### src/rtl/reaction_measure.sv
// rtl/reaction_measure.sv - reaction timer controller: arms the delay, lights the LED, measures ms to press
module reaction_measure #(
    parameter int TICKS_PER_MS = 50000,
    parameter int TIMEOUT_MS   = 2000
) (
    input  logic        Clock,
    input  logic        Reset,
    input  logic        Start,
    input  logic        Button,
    input  logic        finished,
    output logic        Control,
    output logic        LED,
    output logic [11:0] ReactionTime,
    output logic        Valid,
    output logic        Early,
    output logic        Timeout
);

    localparam int              PW      = $clog2(TICKS_PER_MS);
    localparam logic [PW-1:0]   PRE_MAX = PW'(TICKS_PER_MS - 1);
    localparam logic [11:0]     TO_MS   = 12'(TIMEOUT_MS);

    localparam logic [1:0] IDLE   = 2'd0;
    localparam logic [1:0] ARMED  = 2'd1;
    localparam logic [1:0] TIMING = 2'd2;
    localparam logic [1:0] DONE   = 2'd3;

    logic [1:0]    state;
    logic          sync1, sync2, prev;
    logic [PW-1:0] prescale;
    logic [11:0]   ms_count;
    logic          press;

    // Rising edge of the synchronized button, so a held button counts once.
    assign press   = sync2 & ~prev;
    assign Control = (state == ARMED) || (state == TIMING);
    assign LED     = (state == TIMING);

    always_ff @(posedge Clock) begin
        if (Reset) begin
            state        <= IDLE;
            sync1        <= 1'b0;
            sync2        <= 1'b0;
            prev         <= 1'b0;
            prescale     <= '0;
            ms_count     <= '0;
            ReactionTime <= '0;
            Valid        <= 1'b0;
            Early        <= 1'b0;
            Timeout      <= 1'b0;
        end else begin
            sync1 <= Button;
            sync2 <= sync1;
            prev  <= sync2;
            case (state)
                IDLE: begin
                    if (Start) state <= ARMED;
                end
                ARMED: begin
                    if (press) begin
                        state        <= DONE;
                        Early        <= 1'b1;
                        ReactionTime <= '0;
                    end else if (finished) begin
                        state    <= TIMING;
                        prescale <= '0;
                        ms_count <= '0;
                    end
                end
                TIMING: begin
                    if (press) begin
                        state        <= DONE;
                        Valid        <= 1'b1;
                        ReactionTime <= ms_count;
                    end else if (ms_count == TO_MS) begin
                        state        <= DONE;
                        Timeout      <= 1'b1;
                        ReactionTime <= TO_MS;
                    end else if (prescale == PRE_MAX) begin
                        // ms_count stops at TO_MS because the branch above exits first.
                        prescale <= '0;
                        ms_count <= ms_count + 12'd1;
                    end else begin
                        prescale <= prescale + 1'b1;
                    end
                end
                DONE: begin
                    if (Start) begin
                        state        <= ARMED;
                        ReactionTime <= '0;
                        Valid        <= 1'b0;
                        Early        <= 1'b0;
                        Timeout      <= 1'b0;
                    end
                end
                default: state <= IDLE;
            endcase
        end
    end

endmodule

### config.mk
export PLATFORM = sky130hd
export DESIGN_NAME = reaction_measure
export DESIGN_NICKNAME = d
export VERILOG_FILES = /design/src/rtl/reaction_measure.sv
export SDC_FILE = /design/constraint.sdc
export NUM_CORES = 1
export LEC_CHECK = 0
export BUFFER_PORTS_ARGS = -buffer_cell sky130_fd_sc_hd__buf_2
export CORE_ASPECT_RATIO = 0.75
export CORE_MARGIN = 1.5
export CORE_UTILIZATION = 45
export CTS_CLUSTER_DIAMETER = 50
export DETAILED_ROUTE_END_ITERATION = 7
export PLACE_DENSITY = 0.6
export SLEW_MARGIN = 10
export SYNTH_ARGS = -nofsm -noshare
export SYNTH_HDL_FRONTEND = slang
export SYNTH_SLANG_ARGS = --single-unit
### constraint.sdc
create_clock -name Clock -period 5.3 [get_ports Clock]
set_input_delay 0.53 -clock Clock [delete_from_list [all_inputs] [get_ports Clock]]
set_output_delay 0.53 -clock Clock [all_outputs]
set_load 0.02 [all_outputs]
---- Word level (Yosys, flattened, before mapping) ----
Cells that the tools add are included.
storage, ports and cells
  register bits ........................... 48
  bits of input ports ..................... 5
  output and inout port bits .............. 17
  logic and storage cells ................. 75
operators by class
  $add $sub $neg .......................... 2
  eq/ne operators ......................... 17
  mux-type cells .......................... 30
  bitwise gates (word level) .............. 2
  reductions and logical operators ........ 14
operator list
  operator                 count
  $mux W12                 9
  $mux W16                 5
  $pmux W12 S3             1
  $pmux W16 S2             1
  $pmux W12 S2             1
  $add A16 B1 Y16 const B  1
  $eq A16 B16 Y1 const B   1
  $add A12 B1 Y12 const B  1
  $eq A12 B11 Y1 const B   1
  $ne A2 B2 Y1 const B     6
  $mux W2                  5
  $reduce_and A3 Y1        3
  $ne A2 B1 Y1 const B     4
  $reduce_and A4 Y1        2
  $pmux W1 S2              3
  $pmux W2 S3              1
  $reduce_and A6 Y1        1
  $reduce_bool A2 Y1       3
  $reduce_and A5 Y1        1
  $eq A2 B2 Y1 const B     2
  $mux W1                  4
  $ne A3 B1 Y1 const B     1
  $ne A3 B3 Y1 const B     1
  $reduce_bool A3 Y1       1
  6 further kinds          6

---- Depth between registers and ports, before layout ----
  depth after elaboration ................. 5
  depth in mapped cells ................... 9
  gate-level depth less buffers ........... 7

---- Worst setup path after synthesis ----
Ideal clock, no wire load.
  kind .................................... register to register
  from .................................... register state[1]
  to ...................................... register prescale[13]
  setup time .............................. 66 ps
  data arrival time ....................... 1922 ps
  required time ........................... 5234 ps
  path slack .............................. 3312 ps
  stages on the path, launching flop included .. 9
  path buffers ............................ 1
  period minus slack after synthesis ...... 1988 ps
  path through ............................ dfxtp_1 -> inv_1 -> ha_1 -> nand2b_1 -> nand2_1 -> o22a_2 -> buf_6 -> or4b_1 -> a21oi_2
between the ends
  cells in the longest elaborated chain, start to end .. 3
  elaborated cells between the ends (all ways) .. 9
  those cells by class .................... eq/ne: 6; mux: 1; reduce/logical: 2
RTL lines
  element                                                       RTL line  text
  from (decl)                                                   28        logic [1:0] state;
  from (signal assigned)                                        41        state <= IDLE;
  from (signal assigned)                                        57        if (Start) state <= ARMED;
  from (signal assigned)                                        61        state <= DONE;
  $eq A2 B1 Y1 or $eq A2 B2 Y1 (tied branches)                  55        case (state)
  $ne A2 B2 Y1 (no line) or $reduce_bool A2 Y1 (tied branches)  n/a
  $reduce_and A5 Y1 (no line)                                   n/a
  to (signal assigned)                                          84        prescale <= prescale + 1'b1;
  to (decl)                                                     30        logic [PW-1:0] prescale;
Parallel ways exist; a longest one is shown, timed or not.
A chain may end at the register's enable or synchronous reset.

---- Worst setup path in the final report ----
  from .................................... register state[0]
  to ...................................... register ms_count[11]
between the ends
  cells in the longest elaborated chain, start to end .. 3
  elaborated cells between the ends (all ways) .. 10
  those cells by class .................... eq/ne: 7; mux: 1; reduce/logical: 2
RTL lines
  element                                         RTL line  text
  $eq A2 B2 Y1 or $eq A2 B1 Y1 (tied branches)    55
  $ne A2 B1 Y1 (no line) (tied with other cells)  n/a
  $reduce_and A6 Y1 (no line)                     n/a
  to (signal assigned)                            82        ms_count <= ms_count + 12'd1;
  to (decl)                                       31        logic [11:0] ms_count;
Parallel ways exist; a longest one is shown, timed or not.

==> results.yml <==
status:
  status: "finished, final reports clean"
final_layout:
  num-fill-cells: 517
  layout_common_cells: "dfxtp_1 (48), nand2_1 (26), a21oi_1 (25)"
  final_nets: 314
  area_delta_synth_final_pct: 7.42
  multi_input_area_sq_mm: 0.00148
  final_common_cell: "dfxtp_1"
  antenna_cells: 0
  drive_gt1_share_pct: 18.9
  fin_area_sq_mm: 0.00279
  postLayoutCoreUtil_pct: 51.3
  seqCellArea_sq_um: 961
clocking:
  clkTransAtPathRegs_ns: 0.09
  root_buffer: "clkbuf_8"
  cts_hold_buf: 0
  cts_resized: 0
  clock-sinks: 48
  htreeDepth: 2
  postCtsSetupBuffers: 0
  tritoncts: "done"
  clockBufferDepth: 2
  cts_made_buffers: 5
  clk_latency_ns: 0.30
placement:
  dp.final_hpwl_um: 4250
  portBuffers: 21
  place.gp.congestion: 0.850
  dpl-instance-area_sq_mm: 0.00271
worst_setup_path:
  endpoint_kind: "flip-flop"
  critPathKind: "reg2reg"
  crit_start: "state[0]"
  rr_startpoint: "state[0]"
  r2r_cells: 6
  cp_max_fo: 20
  start_kind: "flip-flop"
  arrival_ns: 3.26
  required_ns: 5.52
floorplanning:
  start_util_pct: 47.7
  rows: 23
  io_pins: 22
  design.die.area_sq_mm: 0.00624
  die_h_um: 68.8
  die_w_um: 90.7
  coreArea_sq_mm: 0.00544
global_route:
  grtUsageTotal_pct: 20.4
  grt_max_degree: 31
  grt_pass1_vias: 1946
  antenna_found_initial: 0
  grt_pass1_wl_um: 10100
  grt-ovfl-total: 0
sta:
  min_period_over_period_pct: 57.5
  slew_violations: 0
  layout_min_cycle_time_ns: 3.05
  slew_headroom_pct: 19.5
  worst_slew_pin_slew_ns: 1.20
  clock_skew_ns: 0.0140
  fmax_mhz: 328
  rsz0062_at_grt: "no"
  fin_tns_setup_ns: 0
  hold_violations: 0
  finalSetupViolations: 0
drt:
  drt-initial-drc-count: 200
  via_per_inst: 6.01
  vias: 2265
  routed_wl_um: 6140
  wl_per_cell_um: 16.3
  dr.pass1.iters: 4
  drcViolationCount: 0
  final_antenna_net_count: 0
yosys:
  synth_nets: 300
  async_reset_ff_share_pct: 0
  yosys.area.top_type: "dfxtp_1"
  yosysWarnings: 0
  syn_area_per_cell_sq_um: 9.01
  ys_seq_area_share_pct: 37.0
  netlist_area_sq_mm: 0.00260
  synthTopCellsByArea: "dfxtp_1 (37%), a21oi_1 (4.8%), nand2_1 (3.8%), ha_1 (3.4%), a311oi_1 (3.0%)"
  synth.top_cell.area_share_pct: 37.0
  ys_ff_latch: 48
  synth-edff-count: 0
  synth.distinct_cells: 59
  syn-instance-count: 288
  synthFlopType: "dfxtp_1"
power_and_ir_drop:
  p_leak_nw: 0.961
  p_per_area_mw_per_mm2: 365
  vdd.ir_drop.worst_mv: 0.257
hold_path:
  hp-start: "sync1"
  min_path_cells: 1
  hold_path.class: "reg2reg"
flow_run:
  cap_violations: 0
==> layer usage <==
metal	track usage, %	vias to the layer above	wire length [um]
met5	0	-	0
met4	4.76	0	23
met3	3.29	4	383
met2	28.7	70	2420
met1	32.0	1042	3310
li1	-	1149	-
==> path summary, 6_finish.rpt <==
| kind | endpoint | slack, ns |
|---|---|---|
| setup / recovery | ms_count[11] | 2.25 |
| setup reg to reg | ms_count[11] | 2.25 |
| hold reg to reg | sync2 | 0.44 |
| hold / removal | sync2 | 0.44 |
==> Yosys cell counts, drive strengths merged (2+ instances only) <==
library cell   n
dfxtp         48
a21oi         30
nand2         26
nor2          17
inv           15
a311oi         9
buf            9
o21ai          9
o41ai          9
clkbuf         7
ha             7
nand3          7
nand4          7
a22oi          6
o221a          6
o31ai          6
and3           5
nor2b          5
o2111ai        5
nand2b         4
nor4           4
o211ai         4
or4            4
a31oi          3
a41oi          3
and4           3
nor3           3
or2            3
a211oi         2
a21boi         2
a21o           2
and2           2
and4bb         2
or3            2
==> flip-flops by register name (all words and copies together), names as in the netlist <==
| signal | count |
|---|---|
| Timeout | 1 |
| Valid | 1 |
| sync2 | 1 |
| ms_count | 12 |
| state | 2 |
| Early | 1 |
| sync1 | 1 |
| prev | 1 |
| prescale | 16 |
| ReactionTime | 12 |
==> critical path: stages (launching register included) <==
cell and delay [ns]:
dfxtp_1 0.35, inv_1 0.08, ha_1 0.71, o41ai_4 0.27, nor3_1 1.02, a41oi_1 0.23, a311oi_1 0.30
==> through the flow <==
| stage | power, mW | std cells | hold WS [ns] | setup WS, ns |
|---|---|---|---|---|
| 3_5_place_dp | 0.811 | 370 | 0.430 | 2.36 |
| 6_report | 1.02 | 377 | 0.444 | 2.25 |
| 3_3_place_gp | 0.812 | 370 | 0.418 | 2.39 |
| 5_1_grt | 1.08 | 377 | 0.448 | 1.94 |
| 2_1_floorplan | 0.724 | 288 | 0.414 | 3.31 |
| 4_1_cts | 1.02 | 377 | 0.441 | 2.30 |
==> layout make-up <==
| type | count | area share [%] |
|---|---|---|
| Multi-Input combinational cell | 208 | 52.9 |
| Clock inverter | 1 | 0.179 |
| Timing Repair Buffer | 23 | 4.31 |
| Inverter | 16 | 2.15 |
| Clock buffer | 6 | 2.60 |
| Tap cell | 75 | 3.36 |
| Sequential cell | 48 | 34.5 |
==> cell families after synthesis <==
| kind of cell | count (synthesis) | share of synthesized area (%) |
|---|---|---|
| AO/OA/AOI/OAI | 103 | 31.1 |
| adder cells (fa/ha/maj) | 7 | 3.37 |
| buffers and inverters | 32 | 6.12 |
| flip-flops | 48 | 37.0 |
| AND/OR/NAND/NOR | 98 | 22.4 |
==> power by group <==
part | total (mW) | switching [mW] | internal (mW)
Combinational | 0.411 | 0.291 | 0.120
Sequential | 0.397 | 0.0171 | 0.380
Clock | 0.209 | 0.119 | 0.0900
Total | 1.02 | 0.426 | 0.590
(Power assumes the default switching activity.)
